[config.mk]
export PLATFORM = sky130hd
export DESIGN_NAME = uart_rx
export DESIGN_NICKNAME = d
export VERILOG_FILES = /design/src/rtl/uart_pkg.sv /design/src/rtl/sync2.sv /design/src/rtl/uart_rx.sv
export SDC_FILE = /design/constraint.sdc
export NUM_CORES = 1
export LEC_CHECK = 0
export CORE_MARGIN = 2
export CORE_UTILIZATION = 35
export DETAILED_ROUTE_END_ITERATION = 10
export GPL_TIMING_DRIVEN = 1
export HOLD_SLACK_MARGIN = 0.12
export PLACE_DENSITY = 0.61
export SLEW_MARGIN = 20
export SYNTH_ARGS = -nofsm -noshare
export SYNTH_HDL_FRONTEND = slang
export SYNTH_SLANG_ARGS = --single-unit
[constraint.sdc]
create_clock -name clk -period 1.57 [get_ports clk]
set_input_delay 0.314 -clock clk [delete_from_list [all_inputs] [get_ports clk]]
set_output_delay 0.314 -clock clk [all_outputs]
set_load 0.01 [all_outputs]
[src/rtl/uart_pkg.sv]
// rtl/uart_pkg.sv - shared UART types and constants
package uart_pkg;

    localparam int UART_DATA_BITS = 8;

    typedef enum logic [2:0] {
        IDLE      = 3'd0,
        START     = 3'd1,
        DATA      = 3'd2,
        STOP      = 3'd3,
        WAIT_HIGH = 3'd4
    } rx_state_t;

endpackage

[src/rtl/sync2.sv]
// rtl/sync2.sv - two-flop synchronizer with configurable reset value
module sync2 #(
    parameter logic RESET_VAL = 1'b1
) (
    input  logic clk,
    input  logic rst,
    input  logic d,
    output logic q
);

    logic meta;

    always_ff @(posedge clk) begin
        if (rst) begin
            meta <= RESET_VAL;
            q    <= RESET_VAL;
        end else begin
            meta <= d;
            q    <= meta;
        end
    end

endmodule

[src/rtl/uart_rx.sv]
// rtl/uart_rx.sv - 8N1 serial receiver with one-entry holding register
module uart_rx
    import uart_pkg::*;
#(
    parameter int CLKS_PER_BIT = 16,
    parameter int HALF_BIT     = CLKS_PER_BIT / 2
) (
    input  logic                      clk,
    input  logic                      rst,
    input  logic                      rx,
    input  logic                      uart_sel,
    input  logic                      rd_en,
    output logic [UART_DATA_BITS-1:0] rx_data,
    output logic                      rx_valid,
    output logic                      frame_err,
    output logic                      overrun
);

    localparam int              CW        = $clog2(CLKS_PER_BIT);
    localparam logic [CW-1:0]   HALF_LAST = CW'(HALF_BIT - 1);
    localparam logic [CW-1:0]   BIT_LAST  = CW'(CLKS_PER_BIT - 1);
    localparam logic [2:0]      LAST_IDX  = 3'(UART_DATA_BITS - 1);

    rx_state_t                 state;
    logic [CW-1:0]             cnt;
    logic [2:0]                bit_idx;
    logic [UART_DATA_BITS-1:0] shreg;
    logic                      rx_s;
    logic                      read;
    logic                      stop_sample;

    sync2 #(.RESET_VAL(1'b1)) u_sync_rx (
        .clk (clk),
        .rst (rst),
        .d   (rx),
        .q   (rx_s)
    );

    assign read        = uart_sel & rd_en;
    assign stop_sample = (state == STOP) && (cnt == BIT_LAST);

    always_ff @(posedge clk) begin
        if (rst) begin
            state     <= IDLE;
            cnt       <= '0;
            bit_idx   <= '0;
            shreg     <= '0;
            rx_data   <= '0;
            rx_valid  <= 1'b0;
            frame_err <= 1'b0;
            overrun   <= 1'b0;
        end else begin
            case (state)
                IDLE: begin
                    if (!rx_s) begin
                        state <= START;
                        cnt   <= '0;
                    end
                end
                START: begin
                    if (cnt == HALF_LAST) begin
                        cnt     <= '0;
                        bit_idx <= '0;
                        // A start bit that is high again at mid-bit was only a glitch
                        state   <= rx_s ? IDLE : DATA;
                    end else begin
                        cnt <= cnt + 1'b1;
                    end
                end
                DATA: begin
                    if (cnt == BIT_LAST) begin
                        cnt   <= '0;
                        shreg <= {rx_s, shreg[UART_DATA_BITS-1:1]};
                        if (bit_idx == LAST_IDX) begin
                            bit_idx <= '0;
                            state   <= STOP;
                        end else begin
                            bit_idx <= bit_idx + 1'b1;
                        end
                    end else begin
                        cnt <= cnt + 1'b1;
                    end
                end
                STOP: begin
                    if (cnt == BIT_LAST) begin
                        cnt   <= '0;
                        state <= rx_s ? IDLE : WAIT_HIGH;
                    end else begin
                        cnt <= cnt + 1'b1;
                    end
                end
                WAIT_HIGH: begin
                    if (rx_s) begin
                        state <= IDLE;
                    end
                end
                default: begin
                    state <= IDLE;
                    cnt   <= '0;
                end
            endcase

            // A read in the stop-sample cycle frees the holding register for the new byte
            if (stop_sample) begin
                if (!rx_valid || read) begin
                    rx_data   <= shreg;
                    rx_valid  <= 1'b1;
                    frame_err <= ~rx_s;
                    if (read) begin
                        overrun <= 1'b0;
                    end
                end else begin
                    overrun <= 1'b1;
                end
            end else if (read) begin
                rx_valid  <= 1'b0;
                frame_err <= 1'b0;
                overrun   <= 1'b0;
            end
        end
    end

endmodule

* After elaboration in Yosys (flattened, before gate mapping)
Cells that the tools add are included.
Cells by class: reduce and logical (&&, ||, !) cells 13, bitwise logic cells 3, equality and inequality tests 14, add/subtract/negate cells 2, multiplexer cells 25
Operators with widths (count):
- $mux 3 | 10
- $pmux 4 s4 | 1
- $pmux 3 s5 | 1
- $mux 4 | 3
- $mux 1 | 8
- $ne 2x2->1 const B | 4
- $reduce_and 2->1 | 4
- $eq 3x2->1 const B | 2
- $eq 3x3->1 const B | 2
- $ne 2x1->1 const B | 3
- $pmux 3 s2 | 1
- $reduce_and 6->1 | 1
- $add 4x1->4 const B | 1
- $eq 4x3->1 const B | 1
- $eq 4x4->1 const B | 1
- $reduce_bool 2->1 | 2
- $add 3x1->3 const B | 1
- $eq 3x1->1 const B | 1
- $logic_not 3->1 | 1
- $reduce_and 3->1 | 1
- $mux 2 | 1
- $not 1->1 | 2
- $reduce_or 2->1 | 1
- $and 1x1->1 | 1
- other kinds (3) | 3
Word-level totals: logic and storage cells 67, register bits 31, bits of input ports 5

* Depth between registers and ports, before layout
depth after elaboration 4, gate-level depth with buffers 6, gate-level depth less buffers 6

* By module
From an unflattened synthesis, not the netlist that was laid out.
Second synthesis, totals: cells, all modules 135, area total of the unflattened synthesis 1290.0 µm²
By module, submodules not included:
- uart_rx | cells each 131, times used 1, area an instance 1237.4 µm², seq. area each 580.6 µm²
- sync2 | cells each 4, times used 1, area an instance 52.6 µm², seq. area each 40.0 µm²

* Worst setup path before layout
No wires, ideal clock.
path type reg-to-reg, start reg bit_idx[0], end reg state[2], setup slack 0.081 ns, arrival 1.402 ns, cell stages (with the launch flop) 7, setup time 0.087 ns, cells stage by stage dfxtp_1 -> ha_1 -> ha_1 -> or4b_1 -> o31ai_1 -> nand3b_1 -> o31ai_1
On the way: word-level cells in the longest chain between the ends 3
RTL lines:
- start, declared | RTL line uart_rx.sv:26 | logic [2:0] bit_idx;
- start signal, assigned | RTL line uart_rx.sv:78 | bit_idx <= bit_idx + 1'b1;
- $eq 3x3->1 | RTL line uart_rx.sv:74 | if (bit_idx == LAST_IDX) begin
- $ne 2x2->1 (no line)
- $reduce_and 6->1 (no line)
- end signal, assigned | RTL line uart_rx.sv:65 | state <= rx_s ? IDLE : DATA;
- end signal, assigned | RTL line uart_rx.sv:87 | state <= rx_s ? IDLE : WAIT_HIGH;
- end, declared | RTL line uart_rx.sv:24 | rx_state_t state;
No other way between the ends. A chain may end at the register's enable or synchronous reset.

* Final worst setup path
start reg cnt[1], end reg rx_data[2]
On the way: word-level cells in the longest chain between the ends 3
RTL lines:
- start, declared | RTL line uart_rx.sv:25 | logic [CW-1:0] cnt;
- start signal, assigned | RTL line uart_rx.sv:67 | cnt <= cnt + 1'b1;
- start signal, assigned | RTL line uart_rx.sv:81 | cnt <= cnt + 1'b1;
- start signal, assigned | RTL line uart_rx.sv:89 | cnt <= cnt + 1'b1;
- $eq 4x4->1 | RTL line uart_rx.sv:40 | assign stop_sample = (state == STOP) && (cnt == BIT_LAST);
- $logic_and 1x1->1 | RTL line uart_rx.sv:40
- $reduce_and 2->1 (no line)
- end signal, assigned | RTL line uart_rx.sv:106 | rx_data <= shreg;
- end, declared | RTL line uart_rx.sv:13 | output logic [UART_DATA_BITS-1:0] rx_data,
No other way between the ends.

==> results.md <==
* Cell Area, Placed at 0.001619 sq mm
* Commonest non-fill, non-tap cells in the layout: nor2_1, dfxtp_1, mux2i_1, buf_4, clkdlybuf4s50_1
* Flops & latches, synth at 31
* H-tree levels at 2
* Initial antenna violation count at 0
* Crit path DAT at 1720 ps
* Clock-pin slew on the worst setup and hold paths at roughly 60 ps
* R2R depth at 6
* Final ANT Viol Nets at 0
* Synth top area cells: dfxtp_1, mux2i_1, nor2_1
* Residual DRC at 0
* Post-Syn Area at roughly 0.0013 sq mm
* Die W at about 66 um
* Overflow after GRT at 0
* Vias in the first global route at 1059
* HP Start: u_sync_rx.meta$_SDFF_PP1_
* Leak at 0.6457 nW
* Worst setup margin at 28.93 ps
* CP endpoint kind: flip-flop
* Post-route setup TNS at 0 ps
* Peak Freq at 648.9 MHz
* Startpoint types: flip-flop
* Final #Nets at 180
* Initial Util at 36.36%
* CTS sink cnt at 31
* Measured slew at the worst slew-check pin at ~310 ps
* Final hold vios at 0
* Status: finished, final reports clean
* Syn nets at 146
* Reg2Reg Setup Slack at just under 30 ps
* Iteration-0 DRC Markers at 35
* Fillers at 358
* Maximum vdd drop at between 0.5 and 0.6 mV
* Final WL at around 2.8 mm
* Max-slew violation count at 0
* Syn_area_per_cell at 9.647 sq um
* Total CTS buffers at 5
* Dpl ws at -150.8 ps
* Class of the worst hold path: flip-flop to flip-flop
* Design Power at 0.001663 W
* Hold path depth at 1
* I/O pin cnt at 16
* DP HPWL at 1.884 mm
* Core area at 0.003661 sq mm
* # rows at 22
* Input/output buffers at 15
* Gpl congestion at 0.7628
* Hold_buf cts at 0
* DRT Pass-1 Iters at 4
* Worst r2r src: cnt[1]$_SDFFE_PP0P_
* Tcrit/Tclk final at a little over nine tenths
* Post-DR vias/cell at a little under 5
* Critical path fanouts, max at 5
* Largest net degree at the start of global routing at 17
* Layout cells sized above 1 at between 20 and 30%
* Maximum clock insertion buffer count at 2
* Die Ht at roughly 66 um
* Clock skew at 3.979 ps
* ANT cells at 0
* Final setup violation count at 0
* Max Cap Viol at 0
* R2R Path End: rx_data[2]$_SDFFE_PP0P_
* Total number of yosys warnings at 0
* Rel. slew slack at 79.12%
* Unrepaired setup endpoints after global routing: true
* CTS tree: done
* Syn Inst Count at approximately 140
* DR vias at 1098
* PwrDens at 894.1 mW/mm^2
* Yosys cell types at 33
* Critical Path RT at 1750 ps
* Die area at around 0.0043 sq mm
* CP Class: flip-flop to flip-flop
* Area growth syn-to-layout at 39.76%
* GRT Total Usage at 14.59%
* Worst skew pair latency at between 200 and 300 ps
* First-pass GRT wire length at 4.692 mm
* Hold Path Sink: u_sync_rx.q$_SDFF_PP1_
* Drt wl/cell at around 13 um
* Sequential fraction of the synthesis area at 46.62%
* Yosys top cell by area: dfxtp_1
* Synth top area share at 46.62%
* Fin area at 0.001861 sq mm
* Most common cell after layout, fill and taps aside: nor2_1
* CTS root buf: clkbuf_8
* Minimum clock period at 1541 ps
[per-layer routing]
metal,vias up,share of wire (%),global-route usage [%]
li1,548,-,-
met1,529,45,16.44
met2,16,50,24.62
met3,5,3.0,5.308
met4,0,1.8,6.250
met5,-,0,0
[synthesized netlist by cell type, drive strengths merged]
cell type and number:
dfxtp 31, nor2 25, mux2i 18, a21oi 7, nand2 7, buf 5
nand2b 4, nand3 4, a211oi 3, clkbuf 3, ha 3, nand4b 3
or2 3, a22oi 2, nand3b 2, nor3b 2, o21ai 2, o31ai 2
xor2 2, nor3 1, o211ai 1, o21a 1, o21ba 1, o22ai 1
o2bb2a 1, or3b 1, or4 1, or4b 1, xnor2 1
[stage by stage]
step,utilization [%],hold WS (ps),cells
after floorplan,-,389.5,138
after global placement,44.22,397.2,209
after detailed placement,44.22,401.2,209
after CTS,48.02,424.0,218
after global routing,50.82,442.3,221
final,50.82,421.1,221
[final cells by class]
type	count	area, sq um	share of cell area, %
clock buffer	6	82.58	4.438
timing repair buffer	35	307.8	16.54
multi-input combinational	99	745.7	40.08
tap	48	60.06	3.228
sequential	31	629.4	33.83
clock inverter	2	35.03	1.883
[worst max path at each step]
| stage | end | startpoint | slack, ps |
|---|---|---|---|
| 6_report | rx_data[2]$_SDFFE_PP0P_ | cnt[1]$_SDFFE_PP0P_ | 30 |
| 3_5_place_dp | rx_data[2]$_SDFFE_PP0P_ | rd_en | -150 |
| 5_1_grt | rx_data[2]$_SDFFE_PP0P_ | cnt[1]$_SDFFE_PP0P_ | -110 |
| 4_1_cts | state[2]$_SDFFE_PP0P_ | bit_idx[0]$_SDFFE_PP0P_ | 7 |
| 2_1_floorplan | state[2]$_SDFFE_PP0P_ | bit_idx[0]$_SDFFE_PP0P_ | 80 |
| 3_3_place_gp | rx_data[5]$_SDFFE_PP0P_ | uart_sel | -110 |
[state kept, by name, indices dropped and copies added (netlist names)]
register	flops
u_sync_rx.q	1
state	3
frame_err	1
rx_valid	1
shreg	8
u_sync_rx.meta	1
rx_data	8
overrun	1
cnt	4
bit_idx	3
[where the power goes]
group	internal, W	switching [W]
registers	0.000791	0.00000253
clock network	0.000513	0.000286
logic	0.0000362	0.0000350
total	0.00134	0.000323
[logic make-up (layout without fill, tap and decap cells)]
logic type / after synthesis / in the layout / share of synthesized area (%)
compound gates: 21 / 21 / 11.09
xor+xnor: 3 / 3 / 1.974
fa+ha+maj: 3 / 3 / 2.820
buf+inv: 8 / 43 / 3.571
flops: 31 / 31 / 46.62
mux: 18 / 18 / 13.53
simple gates: 54 / 54 / 20.39
[repair_timing]
item                                    in CTS  in global routing
endpoints found under the setup margin       5                 21
pin swaps                                    0                 10
resized for setup                            4                 20
setup buffers                                1                  2
cloned                                       0                  1
[critical path: stages, from the launching register on]
cell and delay, ps:
dfxtp_2 350, ha_4 140, nand4b_1 190, a211oi_2 320, buf_6 180, mux2i_1 200
nor2_1 60
Note: power is estimated with default switching activity, not from simulation.
